### src/rtl/peri_wb_bridge_if.sv
// Bus bundle between a Wishbone master, the bridge and the peripheral register bus.
// The bridge takes the slave view; the environment (master + register target) takes the master view.
interface peri_wb_bridge_if #(
    parameter int AW = 11
);
    logic          wbs_cyc_i;
    logic          wbs_stb_i;
    logic          wbs_we_i;
    logic [AW-1:0] wbs_adr_i;
    logic [31:0]   wbs_dat_i;
    logic [3:0]    wbs_sel_i;
    logic [31:0]   wbs_dat_o;
    logic          wbs_ack_o;
    logic          wbs_err_o;

    logic          reg_cs;
    logic          reg_wr;
    logic [AW-1:0] reg_addr;
    logic [31:0]   reg_wdata;
    logic [3:0]    reg_be;
    logic [31:0]   reg_rdata;
    logic          reg_ack;

    modport slave (
        input  wbs_cyc_i, wbs_stb_i, wbs_we_i, wbs_adr_i, wbs_dat_i, wbs_sel_i,
        output wbs_dat_o, wbs_ack_o, wbs_err_o,
        output reg_cs, reg_wr, reg_addr, reg_wdata, reg_be,
        input  reg_rdata, reg_ack
    );

    modport master (
        output wbs_cyc_i, wbs_stb_i, wbs_we_i, wbs_adr_i, wbs_dat_i, wbs_sel_i,
        input  wbs_dat_o, wbs_ack_o, wbs_err_o,
        input  reg_cs, reg_wr, reg_addr, reg_wdata, reg_be,
        output reg_rdata, reg_ack
    );
endinterface

### src/rtl/peri_wb_bridge.sv
// Wishbone slave to peripheral register-bus bridge with an access watchdog.
// Handshake: a request is taken when cyc&stb are sampled high in IDLE; it ends when reg_ack is sampled high or the watchdog expires, answered by a one-cycle ack or err.
module peri_wb_bridge #(
    parameter int          AW        = 11,
    parameter int          TIMEOUT   = 255,
    parameter logic [31:0] ERR_RDATA = 32'hDEAD_BEEF
) (
    input  logic                mclk,
    input  logic                s_reset_n,
    peri_wb_bridge_if.slave     bus,
    input  logic                timeout_clr,
    output logic                timeout_flag,
    output logic [1:0]          fsm_state
);
    localparam int CW = $clog2(TIMEOUT + 1);

    localparam logic [1:0] IDLE   = 2'd0;
    localparam logic [1:0] ACCESS = 2'd1;
    localparam logic [1:0] RESP   = 2'd2;

    logic [1:0]    state;
    logic [CW-1:0] cnt;
    logic          aborted;
    logic          suppress;
    logic          expired;
    logic          set_flag;

    // Once the master has let go of cyc, the response is swallowed.
    assign suppress  = aborted | ~bus.wbs_cyc_i;
    assign expired   = (cnt == CW'(TIMEOUT - 1));
    assign set_flag  = (state == ACCESS) && !bus.reg_ack && expired;
    assign fsm_state = state;

    always_ff @(posedge mclk or negedge s_reset_n) begin
        if (!s_reset_n) begin
            state         <= IDLE;
            cnt           <= '0;
            aborted       <= 1'b0;
            bus.reg_cs    <= 1'b0;
            bus.reg_wr    <= 1'b0;
            bus.reg_addr  <= '0;
            bus.reg_wdata <= '0;
            bus.reg_be    <= '0;
            bus.wbs_dat_o <= '0;
            bus.wbs_ack_o <= 1'b0;
            bus.wbs_err_o <= 1'b0;
        end else begin
            bus.wbs_ack_o <= 1'b0;
            bus.wbs_err_o <= 1'b0;
            case (state)
                IDLE: begin
                    if (bus.wbs_cyc_i && bus.wbs_stb_i) begin
                        bus.reg_cs    <= 1'b1;
                        bus.reg_wr    <= bus.wbs_we_i;
                        bus.reg_addr  <= bus.wbs_adr_i;
                        bus.reg_wdata <= bus.wbs_dat_i;
                        bus.reg_be    <= bus.wbs_sel_i;
                        cnt           <= '0;
                        aborted       <= 1'b0;
                        state         <= ACCESS;
                    end
                end
                ACCESS: begin
                    if (!bus.wbs_cyc_i) begin
                        aborted <= 1'b1;
                    end
                    // An ack arriving on the last watchdog cycle still counts as a normal completion.
                    if (bus.reg_ack) begin
                        bus.reg_cs    <= 1'b0;
                        bus.wbs_ack_o <= ~suppress;
                        bus.wbs_dat_o <= bus.reg_wr ? 32'h0 : bus.reg_rdata;
                        state         <= RESP;
                    end else if (expired) begin
                        bus.reg_cs    <= 1'b0;
                        bus.wbs_err_o <= ~suppress;
                        bus.wbs_dat_o <= bus.reg_wr ? 32'h0 : ERR_RDATA;
                        state         <= RESP;
                    end else begin
                        cnt <= cnt + 1'b1;
                    end
                end
                RESP: begin
                    state <= IDLE;
                end
                default: begin
                    state <= IDLE;
                end
            endcase
        end
    end

    // A timeout in the same cycle as a clear request wins.
    always_ff @(posedge mclk or negedge s_reset_n) begin
        if (!s_reset_n) begin
            timeout_flag <= 1'b0;
        end else if (set_flag) begin
            timeout_flag <= 1'b1;
        end else if (timeout_clr) begin
            timeout_flag <= 1'b0;
        end
    end
endmodule

### src/flat_wrapper.sv
// flat-port wrapper written by rule: the top's interface ports become plain ports
module peri_wb_bridge_flat 
#(
    parameter int          AW        = 11,
    parameter int          TIMEOUT   = 255,
    parameter logic [31:0] ERR_RDATA = 32'hDEAD_BEEF
)
  (mclk, s_reset_n, timeout_clr, timeout_flag, fsm_state, bus_wbs_cyc_i, bus_wbs_stb_i, bus_wbs_we_i, bus_wbs_adr_i, bus_wbs_dat_i, bus_wbs_sel_i, bus_wbs_dat_o, bus_wbs_ack_o, bus_wbs_err_o, bus_reg_cs, bus_reg_wr, bus_reg_addr, bus_reg_wdata, bus_reg_be, bus_reg_rdata, bus_reg_ack);
  peri_wb_bridge_if #(.AW(AW)) bus_i ();
  input  logic mclk;
  input  logic s_reset_n;
  input  logic timeout_clr;
  output logic timeout_flag;
  output logic [1:0] fsm_state;
  input wire logic [$bits(bus_i.wbs_cyc_i)-1:0] bus_wbs_cyc_i;
  input wire logic [$bits(bus_i.wbs_stb_i)-1:0] bus_wbs_stb_i;
  input wire logic [$bits(bus_i.wbs_we_i)-1:0] bus_wbs_we_i;
  input wire logic [$bits(bus_i.wbs_adr_i)-1:0] bus_wbs_adr_i;
  input wire logic [$bits(bus_i.wbs_dat_i)-1:0] bus_wbs_dat_i;
  input wire logic [$bits(bus_i.wbs_sel_i)-1:0] bus_wbs_sel_i;
  output wire logic [$bits(bus_i.wbs_dat_o)-1:0] bus_wbs_dat_o;
  output wire logic [$bits(bus_i.wbs_ack_o)-1:0] bus_wbs_ack_o;
  output wire logic [$bits(bus_i.wbs_err_o)-1:0] bus_wbs_err_o;
  output wire logic [$bits(bus_i.reg_cs)-1:0] bus_reg_cs;
  output wire logic [$bits(bus_i.reg_wr)-1:0] bus_reg_wr;
  output wire logic [$bits(bus_i.reg_addr)-1:0] bus_reg_addr;
  output wire logic [$bits(bus_i.reg_wdata)-1:0] bus_reg_wdata;
  output wire logic [$bits(bus_i.reg_be)-1:0] bus_reg_be;
  input wire logic [$bits(bus_i.reg_rdata)-1:0] bus_reg_rdata;
  input wire logic [$bits(bus_i.reg_ack)-1:0] bus_reg_ack;
  assign bus_i.wbs_cyc_i = bus_wbs_cyc_i;
  assign bus_i.wbs_stb_i = bus_wbs_stb_i;
  assign bus_i.wbs_we_i = bus_wbs_we_i;
  assign bus_i.wbs_adr_i = bus_wbs_adr_i;
  assign bus_i.wbs_dat_i = bus_wbs_dat_i;
  assign bus_i.wbs_sel_i = bus_wbs_sel_i;
  assign bus_wbs_dat_o = bus_i.wbs_dat_o;
  assign bus_wbs_ack_o = bus_i.wbs_ack_o;
  assign bus_wbs_err_o = bus_i.wbs_err_o;
  assign bus_reg_cs = bus_i.reg_cs;
  assign bus_reg_wr = bus_i.reg_wr;
  assign bus_reg_addr = bus_i.reg_addr;
  assign bus_reg_wdata = bus_i.reg_wdata;
  assign bus_reg_be = bus_i.reg_be;
  assign bus_i.reg_rdata = bus_reg_rdata;
  assign bus_i.reg_ack = bus_reg_ack;
  peri_wb_bridge #(.AW(AW), .TIMEOUT(TIMEOUT), .ERR_RDATA(ERR_RDATA)) u_core (.mclk(mclk), .s_reset_n(s_reset_n), .bus(bus_i), .timeout_clr(timeout_clr), .timeout_flag(timeout_flag), .fsm_state(fsm_state));
endmodule
### config.mk
export PLATFORM = sky130hd
export DESIGN_NAME = peri_wb_bridge_flat
export DESIGN_NICKNAME = d
export VERILOG_FILES = /design/src/rtl/peri_wb_bridge_if.sv /design/src/rtl/peri_wb_bridge.sv /design/src/flat_wrapper.sv
export SDC_FILE = /design/constraint.sdc
export NUM_CORES = 1
export LEC_CHECK = 0
export CORE_ASPECT_RATIO = 1.75
export CORE_UTILIZATION = 30
export CTS_CLUSTER_SIZE = 14
export DETAILED_ROUTE_END_ITERATION = 6
export SLEW_MARGIN = 20
export SYNTH_ARGS = -nofsm -noshare
export SYNTH_HDL_FRONTEND = slang
export SYNTH_SLANG_ARGS = --single-unit
### constraint.sdc
create_clock -name mclk -period 2.1 [get_ports mclk]
set_clock_uncertainty 0.15 [all_clocks]
set_input_delay 0.42 -clock mclk [delete_from_list [all_inputs] [get_ports mclk]]
set_output_delay 0.42 -clock mclk [all_outputs]
set_load 0.02 [all_outputs]
# [After elaboration in Yosys (flattened, before gate mapping)]
# Cells that the tools add are included.
# W data, S select, Z words.
[op_classes] addsub=1 mul=0 n_div=0 order_cmp=0 n_eq_ne=7 shift=0 mux=26 n_bitwise=3 n_reduce_logical=14
[op_table] cell="$mux W32" n=4
[op_table] cell="$mux W8" n=3
[op_table] cell="$pmux W8 S2" n=1
[op_table] cell="$mux W1" n=12
[op_table] cell="$add A8 B1 Y8 const B" n=1
[op_table] cell="$eq A8 B8 Y1 const B" n=1
[op_table] cell="$mux W2" n=3
[op_table] cell="$ne A2 B2 Y1 const B" n=3
[op_table] cell="$reduce_and A2 Y1" n=3
[op_table] cell="$reduce_and A3 Y1" n=2
[op_table] cell="$reduce_bool A2 Y1" n=3
[op_table] cell="$pmux W1 S2" n=2
[op_table] cell="$pmux W2 S2" n=1
[op_table] cell="$reduce_and A4 Y1" n=1
[op_table] cell="$logic_and A1 B1 Y1" n=3
[op_table] cell="$ne A3 B2 Y1 const B" n=1
[op_table] cell="$eq A2 B1 Y1 const B" n=1
[op_table] cell="$logic_not A2 Y1" n=1
[op_table] cell="$ne A2 B1 Y1 const B" n=1
[op_table] cell="$not A1 Y1" n=2
[op_table] cell="$logic_not A1 Y1" n=1
[op_table] cell="$or A1 B1 Y1" n=1
[totals] ff_bits=95 latchBits=0 ram_bits=0 romBits=0 in_bits=86 out_inout_bits=86 elab_cells=63 mem_count=0

# [Logic depth before layout (Yosys ltp)]
# Gate-level depths: netlist of the first run.
[depth] ltp_word=6 depth_mapped=7 ltp_nobuf=6

# [Least setup slack after synthesis of the first run]
# OpenSTA, ideal clock, no wires.
[synth_timing] path_kind="input -> register" startpoint="input port bus_reg_ack" endpoint="register u_core.cnt[3]" setup_ps=132 t_arrival_ps=1626 required_ps=1818 setup_slack_ps=192 cell_stages=6 n_path_buf=2 cell_sequence="buf_4 or3b_4 a41oi_2 or2_1 buf_4 a31oi_1"
[synth_between] elab_chain_cells=2
[synth_lines] element="from (decl)" line="flat_wrapper.sv:30" rtl="input wire logic [$bits(bus_i.reg_ack)-1:0] bus_reg_ack;"
[synth_lines] element="$ne A2 B2 Y1 (no line)"
[synth_lines] element="$reduce_and A4 Y1 (no line)"
[synth_lines] element="to (signal assigned)" line="peri_wb_bridge.sv:79" rtl="cnt <= cnt + 1'b1;"
[synth_lines] element="to (decl)" line="peri_wb_bridge.sv:22" rtl="logic [CW-1:0] cnt;"
# No other way between the ends.
# A chain may end at the register's enable or synchronous reset.

# [Worst setup path after layout of the first run]
[layout_timing] startpoint="register u_core.cnt[0]" endpoint="register u_core.bus.wbs_dat_o[3]"
[layout_between] elab_chain_cells=3
[layout_lines] element="$eq A8 B8 Y1" line="peri_wb_bridge.sv:30" rtl="assign expired = (cnt == CW'(TIMEOUT - 1));"
[layout_lines] element="$reduce_bool A2 Y1 (no line)"
[layout_lines] element="$reduce_and A2 Y1 (no line)"
[layout_lines] element="to (signal assigned)" line="peri_wb_bridge.sv:71" rtl="bus.wbs_dat_o <= bus.reg_wr ? 32'h0 : bus.reg_rdata;"
[layout_lines] element="to (signal assigned)" line="peri_wb_bridge.sv:76" rtl="bus.wbs_dat_o <= bus.reg_wr ? 32'h0 : ERR_RDATA;"
[layout_lines] element="to (decl)" line="peri_wb_bridge_if.sv:26" rtl="output wbs_dat_o, wbs_ack_o, wbs_err_o,"
# No other way between the ends.

==> metrics, run 1 <==
antenna violations before repair 0; deepest clock path buffer count 2; post-synth cell types 34; WP data required 2.16 ns; Clock transition at path regs 0.06 ns; Final Wtd Congestion 0.7059; H-tree levels 3; hold wc startpoint u_core.bus.reg_cs$_DFFE_PN0P_; Hold Path Sink u_core.bus.reg_cs$_DFFE_PN0P_; CP Buf/Inv Count 2; hpwl dp 7565 um; max-cap viol count 0; worst r2r dst u_core.bus.wbs_dat_o[3]$_DFFE_PN0P_; fmax 504.9 MHz; FILL cells about 1200; gr busiest metal met2; Seq cells post-synth 95; CTS tree yes; first-pass GRT wire length 15890 um; worst r2r src u_core.cnt[0]$_DFFE_PN0P_; Hold Path Class reg2reg; area of the die 13860 um2; non-filler instance count after layout 656; nets@finish about 570; Async SR Flop Fraction 100.0%; max_slew headroom roughly 65%; r2r setup slk 0.12 ns; Most used DFF post-synth dfrtp_1; chip height 155.0 um; Starting DRT DRC Count between 80 and 90; min cycle time layout 1.981 ns; critical path cell sequence inv_1 > ha_1 > and4_4 > o21ai_4 > inv_6 > mux2_2; Synth area leader dfrtp_1; setup tns final 0 ns; unrepaired setup endpoints after global routing no; chip width 89.44 um; root buffer cell clkbuf_16; PortBufs 171; power per standard cell area 1188 nW/um2; most frequent cells after synthesis dfrtp_1, mux2_2, a21oi_1, inv_1, mux2_4; met3 usage ~4.6%; run status finished, final reports clean; top-area cell type share of the netlist area 59.23%; Congestion Overflow GR 0; Worst path slowest cell dfrtp_1; sequential area share after synthesis 59.23%; met1 GRT Util 15.86%; Final ANT Viol Nets 0; WP depth 6; maximum fanout along the worst path 25; Final Setup Violations 0; IR drop worst, VDD 0.5566 mV; drt total wl 9904 um; GRT Overall Usage 14.95%; CP Class reg2reg; max incr delay on CP 0.41 ns; total vias in the final route between 3000 and 4000; io pins 172; gate family responsible for the most delay along the worst path flip-flops; post-synthesis area per instance 13.75 um2; Final Cycle Share 94.32%; Num Clock Sinks 95; Via density 4.575; Cells after Synth 292; R2R cell count 6; per-cell routed wire length ~15 um; DRC 0; Syn Std Cell Area 4014 um2; Placed Cells 639; # rows 55; Post-synth EDFFs 0; vias in the first global route 3186; share of cells above drive strength 1 25.36%; Setup crit end kind register; Initial Util 30.86%; Crit path arrival time approximately 2 ns; Num CTS Buffers 9; Core Area approximately 13000 um2; n_diodes 0; Fin. Hold Viols 0; count of pins over their slew limit 0; most frequent cell after synthesis dfrtp_1; Worst Setup Start Kind register; Skew-Pair Late Insertion Delay 0.33 ns; Layout area overhead 58.63%; 1st-pass router iterations 4; ranking of synthesized cells by area dfrtp_1, mux2_2, mux2_4, a21oi_1, inv_1; Synth warnings 0; P_leak 2.741 nW; met2 usage 27.23%; Worst-Margin Slew 0.5183 ns; syn nets 380; largest net degree at the start of global routing 51; number of setup buffers added after CTS 0; WHS Path Cells 1
[layout make-up]
class	instances	area, um2	area share [%]
Multi-Input combinational cell	153	1415	22.22
Clock inverter	5	82.58	1.297
Timing Repair Buffer	192	1932	30.34
Inverter	29	113.9	1.788
Clock buffer	11	232.7	3.655
Sequential cell	95	2377	37.34
Tap cell	171	214.0	3.360
[repair_timing]
action                    in CTS  in global routing
hold endpoints to repair      26                  0
resized for setup              0                  0
hold buffers                   1                  0
[where the power goes]
part / leakage [nW] / internal (mW) / switching [mW]
logic: 1.44 / 1.72 / 1.36
registers: 1.16 / 2.42 / 0.348
clock network: 0.142 / 1.04 / 0.668
total: 2.74 / 5.18 / 2.38
[state kept, by name, indices dropped and copies added (netlist names)]
| signal | cells |
|---|---|
| u_core.bus.reg_addr | 11 |
| u_core.bus.wbs_dat_o | 32 |
| u_core.fsm_state | 2 |
| u_core.bus.reg_wr | 1 |
| u_core.bus.wbs_ack_o | 1 |
| u_core.bus.wbs_err_o | 1 |
| u_core.bus.reg_cs | 1 |
| u_core.timeout_flag | 1 |
| u_core.aborted | 1 |
| u_core.cnt | 8 |
| u_core.bus.reg_wdata | 32 |
| u_core.bus.reg_be | 4 |
[cell usage in the layout (no fill, tap or decap), types with 2 or more instances in the layout]
cell	Yosys	final
clkbuf_16	0	9
dfrtp_1	95	95
nor2_1	4	4
clkinvlp_4	0	3
a22o_2	8	8
nand4_1	2	2
nand3_1	2	2
buf_12	2	5
mux2_2	53	53
inv_1	28	28
a31oi_1	6	6
mux2_4	19	19
a21oi_1	28	28
bufinv_16	0	2
ha_1	2	2
nand2b_1	4	4
nand2_1	7	7
and4_4	2	2
a41oi_1	2	2
buf_4	3	16
clkdlybuf4s50_1	0	170
clkbuf_1	3	2
[through the flow]
step                      area [um2]  setup WS (ns)  utilization [%]  hold slack, ns  power, mW
after global placement          6042       -0.05436            46.46          0.2273      5.864
after detailed placement        6042        -0.1006            46.46          0.2312      5.911
after floorplan                 4014         0.1919                -        -0.02559      4.328
final                           6367         0.1193            48.96          0.3305      7.564
after CTS                       6367         0.1154            48.96          0.3345      7.680
after global routing            6367       0.002412            48.96          0.3558      7.984
[cells by family (layout without fill, tap and decap cells)]
| family | after synthesis | after routing | share of synthesized area, % |
|---|---|---|---|
| flip-flops | 95 | 95 | 59.23 |
| multiplexers | 73 | 73 | 22.23 |
| AO/OA/AOI/OAI | 51 | 51 | 8.510 |
| buffers and inverters | 44 | 237 | 5.642 |
| AND/OR/NAND/NOR | 27 | 27 | 3.772 |
| adder cells (fa/ha/maj) | 2 | 2 | 0.6233 |
[worst max-delay path by stage]
stage,start,to,slack (ns)
after CTS,u_core.cnt[0]$_DFFE_PN0P_,u_core.bus.wbs_dat_o[0]$_DFFE_PN0P_,0.12
after global routing,u_core.cnt[0]$_DFFE_PN0P_,u_core.bus.wbs_dat_o[1]$_DFFE_PN0P_,0.002
after detailed placement,bus_reg_ack,u_core.cnt[4]$_DFFE_PN0P_,-0.10
after floorplan,bus_reg_ack,u_core.cnt[3]$_DFFE_PN0P_,0.19
after global placement,bus_reg_ack,u_core.cnt[5]$_DFFE_PN0P_,-0.05
final,u_core.cnt[0]$_DFFE_PN0P_,u_core.bus.wbs_dat_o[3]$_DFFE_PN0P_,0.12
[routing by layer]
layer,vias to the layer above,share of wire (%)
met4,0,1.6
met2,126,54
met3,9,7.4
met1,1479,36
met5,-,0
li1,1387,-
Note: power is estimated with default switching activity, not from simulation.
==> inputs of run 2 (changes only) <==
==> constraint.sdc (replaced) <==
create_clock -name mclk -period 2.1 [get_ports mclk]
set_clock_uncertainty 0.15 [all_clocks]
set_input_delay 0.21 -clock mclk [delete_from_list [all_inputs] [get_ports mclk]]
set_output_delay 0.21 -clock mclk [all_outputs]
set_load 0.02 [all_outputs]
==> run 2 against run 1 <==
Compared with the run above:
- final area is 1.9% lower
- sequential cell count stayed put
- count of clock-buffer cells in the layout is 1 higher
- first-iteration DRC count grew 15%
- clock power about the same
- highest routed layer unchanged
- non-clock buffer count shrank 11
- die area is the same
- via count is 3.4% lower
- largest cell class unchanged
- worst hold slack got worse by 0.20 ns
- power is 0.32% lower
- sequential share of layout area up 0.73 points
==> metrics, run 2 (synthesis results as in run 1) <==
total vias in the final route 2899 (-3.4%); Worst-Margin Slew 0.5300 ns (+0.01174 ns); Layout area overhead 55.61%; most frequent cells in the layout clkdlybuf4s50_1, dfrtp_1, mux2_2; max-cap viol count 0 (unchanged); per-cell routed wire length 15.18 um (+0.57%); PortBufs 171 (unchanged); io pins 172 (unchanged); chip width 89.44 um (unchanged); max_slew headroom 64.53% (-0.79 points); first-pass GRT wire length 15390 um (-3.1%); Initial Util 30.86% (unchanged); # rows 55 (unchanged); Multi-input gate area 1415 um2 (unchanged); CTS tree yes; Num Clock Sinks 95 (unchanged); FILL cells 1169 (+0.17%); gate family responsible for the most delay along the worst path simple AND/OR/NAND/NOR gates; cell mode on critical path and4_4; critical path cell sequence and4_4 > and4_4 > o21ai_4 > inv_6 > mux2_2; Fin. Hold Viols 0 (unchanged); r2r setup slk 0.11 ns (about the same); fmax 503.3 MHz (-0.31%); WP data required 2.17 ns (about the same); Worst Setup Start Kind register; power per standard cell area 1207 nW/um2 (+1.6%); Congestion Overflow GR 0 (unchanged); Final Wtd Congestion 0.7383 (+4.6%); Setup crit end kind register; number of setup buffers added after CTS 0 (unchanged); worst r2r src u_core.cnt[3]$_DFFE_PN0P_; Num CTS Buffers 9 (unchanged); R2R cell count 5 (-1); H-tree levels 3 (unchanged); CP Class reg2reg; worst r2r dst u_core.bus.wbs_dat_o[2]$_DFFE_PN0P_; IR drop worst, VDD 0.4660 mV (-16%); share of cells above drive strength 1 23.47% (-1.9 points); Placed Cells 628 (-1.7%); DRC 0 (unchanged); count of pins over their slew limit 0 (unchanged); Final Setup Violations 0 (unchanged); Starting DRT DRC Count 97 (+15%); vias in the first global route 3182 (-0.13%); Hold Path Class in2async; CP Buf/Inv Count 1 (-1); root buffer cell clkbuf_16; run status finished, final reports clean; antenna violations before repair 0 (unchanged); Final ANT Viol Nets 0 (unchanged); register area 2377 um2 (unchanged); Worst path slowest cell dfrtp_1; hpwl dp 7176 um (-5.1%); leading cell type in the layout, fill and taps excluded clkdlybuf4s50_1; P_leak 2.683 nW (-2.1%); maximum fanout along the worst path 25 (unchanged); deepest clock path buffer count 2 (unchanged); 1st-pass router iterations 4 (unchanged); Crit path arrival time 2.06 ns (+0.02 ns); Skew-Pair Late Insertion Delay 0.33 ns (about the same); nets@finish 557 (-1.9%); Final Cycle Share 94.61% (+0.29 points); non-filler instance count after layout 644 (-1.8%); chip height 155.0 um (unchanged); Finished Cell Area 6246 um2 (-1.9%); Clock transition at path regs 0.07 ns (about the same); min cycle time layout 1.987 ns (+0.006133 ns); Placed Instance Area 5922 um2 (-2.0%); Core Area 13010 um2 (unchanged); area of the die 13860 um2 (unchanged); GRT Overall Usage 14.64% (-0.31 points); largest net degree at the start of global routing 56 (+9.8%); max incr delay on CP 0.45 ns (+0.04 ns); unrepaired setup endpoints after global routing no; n_diodes 0 (unchanged); drt total wl 9778 um (-1.3%); Via density 4.502 (-1.6%); largest registers u_core.bus.reg_wdata (32), u_core.bus.wbs_dat_o (32), u_core.bus.reg_addr (11)
[run 2: changes by cell type in the layout (fill, tap and decap cells not counted)]
| cell | change |
|---|---|
| buf_12 | -3 |
| buf_4 | -8 |
| clkbuf_8 | +1 |
| clkinvlp_4 | -2 |
[run 2: metrics by stage]
step / setup TNS [ns] / total power, mW / setup slack, ns / util [%] / hold WS, ns
2_1_floorplan: 0 / 4.328 / 0.2252 / - / -0.2356
3_3_place_gp: 0 / 5.827 / 0.09182 / 45.53 / -0.09431
3_5_place_dp: -0.007068 / 5.862 / -0.007068 / 45.53 / -0.08922
4_1_cts: 0 / 7.654 / 0.09705 / 48.02 / 0.1180
5_1_grt: 0 / 7.956 / 0.01627 / 48.02 / 0.1358
6_report: 0 / 7.540 / 0.1131 / 48.02 / 0.1288
[run 2: worst register-to-register path: cells and delay by family (launching register included)]
kind | cells | cell delay, ns
mux | 1 | 0.39
buf+inv | 1 | 0.27
compound gates | 1 | 0.07
simple gates | 2 | 0.54
flops | 1 | 0.45
[run 2: how the worst max path moves through the flow]
stage,startpoint,to,slack [ns],cells past startpoint
6_report,u_core.cnt[3]$_DFFE_PN0P_,u_core.bus.wbs_dat_o[2]$_DFFE_PN0P_,0.11,5
4_1_cts,u_core.cnt[3]$_DFFE_PN0P_,u_core.bus.wbs_dat_o[3]$_DFFE_PN0P_,0.1,5
2_1_floorplan,u_core.cnt[3]$_DFFE_PN0P_,u_core.bus.wbs_dat_o[10]$_DFFE_PN0P_,0.23,6
3_5_place_dp,bus_wbs_cyc_i,u_core.cnt[3]$_DFFE_PN0P_,-0.007,6
5_1_grt,u_core.cnt[3]$_DFFE_PN0P_,u_core.bus.wbs_dat_o[3]$_DFFE_PN0P_,0.02,5
3_3_place_gp,bus_wbs_cyc_i,u_core.cnt[5]$_DFFE_PN0P_,0.09,6
[run 2: cell type report]
class,instances,share of cell area [%]
inverter,29,1.823
clock inverter,3,1.082
multi-input combinational,153,22.66
clock buffer,12,3.946
timing repair buffer,181,29.01
tap,171,3.425
sequential,95,38.06
[run 2: where the power goes]
| part | switching (mW) | internal [mW] |
|---|---|---|
| Clock | 0.670 | 1.07 |
| Sequential | 0.342 | 2.42 |
| Combinational | 1.35 | 1.69 |
[run 2: repair_timing]
action | CTS | global route
hold endpoints to repair | 95 | 0
hold buffers | 1 | 0
endpoints found under the setup margin | 0 | 0
resized for setup | 0 | 0
[run 2: metal layers]
metal / vias to the layer above / part of all wire [%] / global-route usage, %
li1: 1365 / - / -
met1: 1398 / 36 / 14.63
met2: 125 / 54 / 27.23
met3: 11 / 7.9 / 4.562
met4: 0 / 2.0 / 5.669
met5: - / 0 / 0
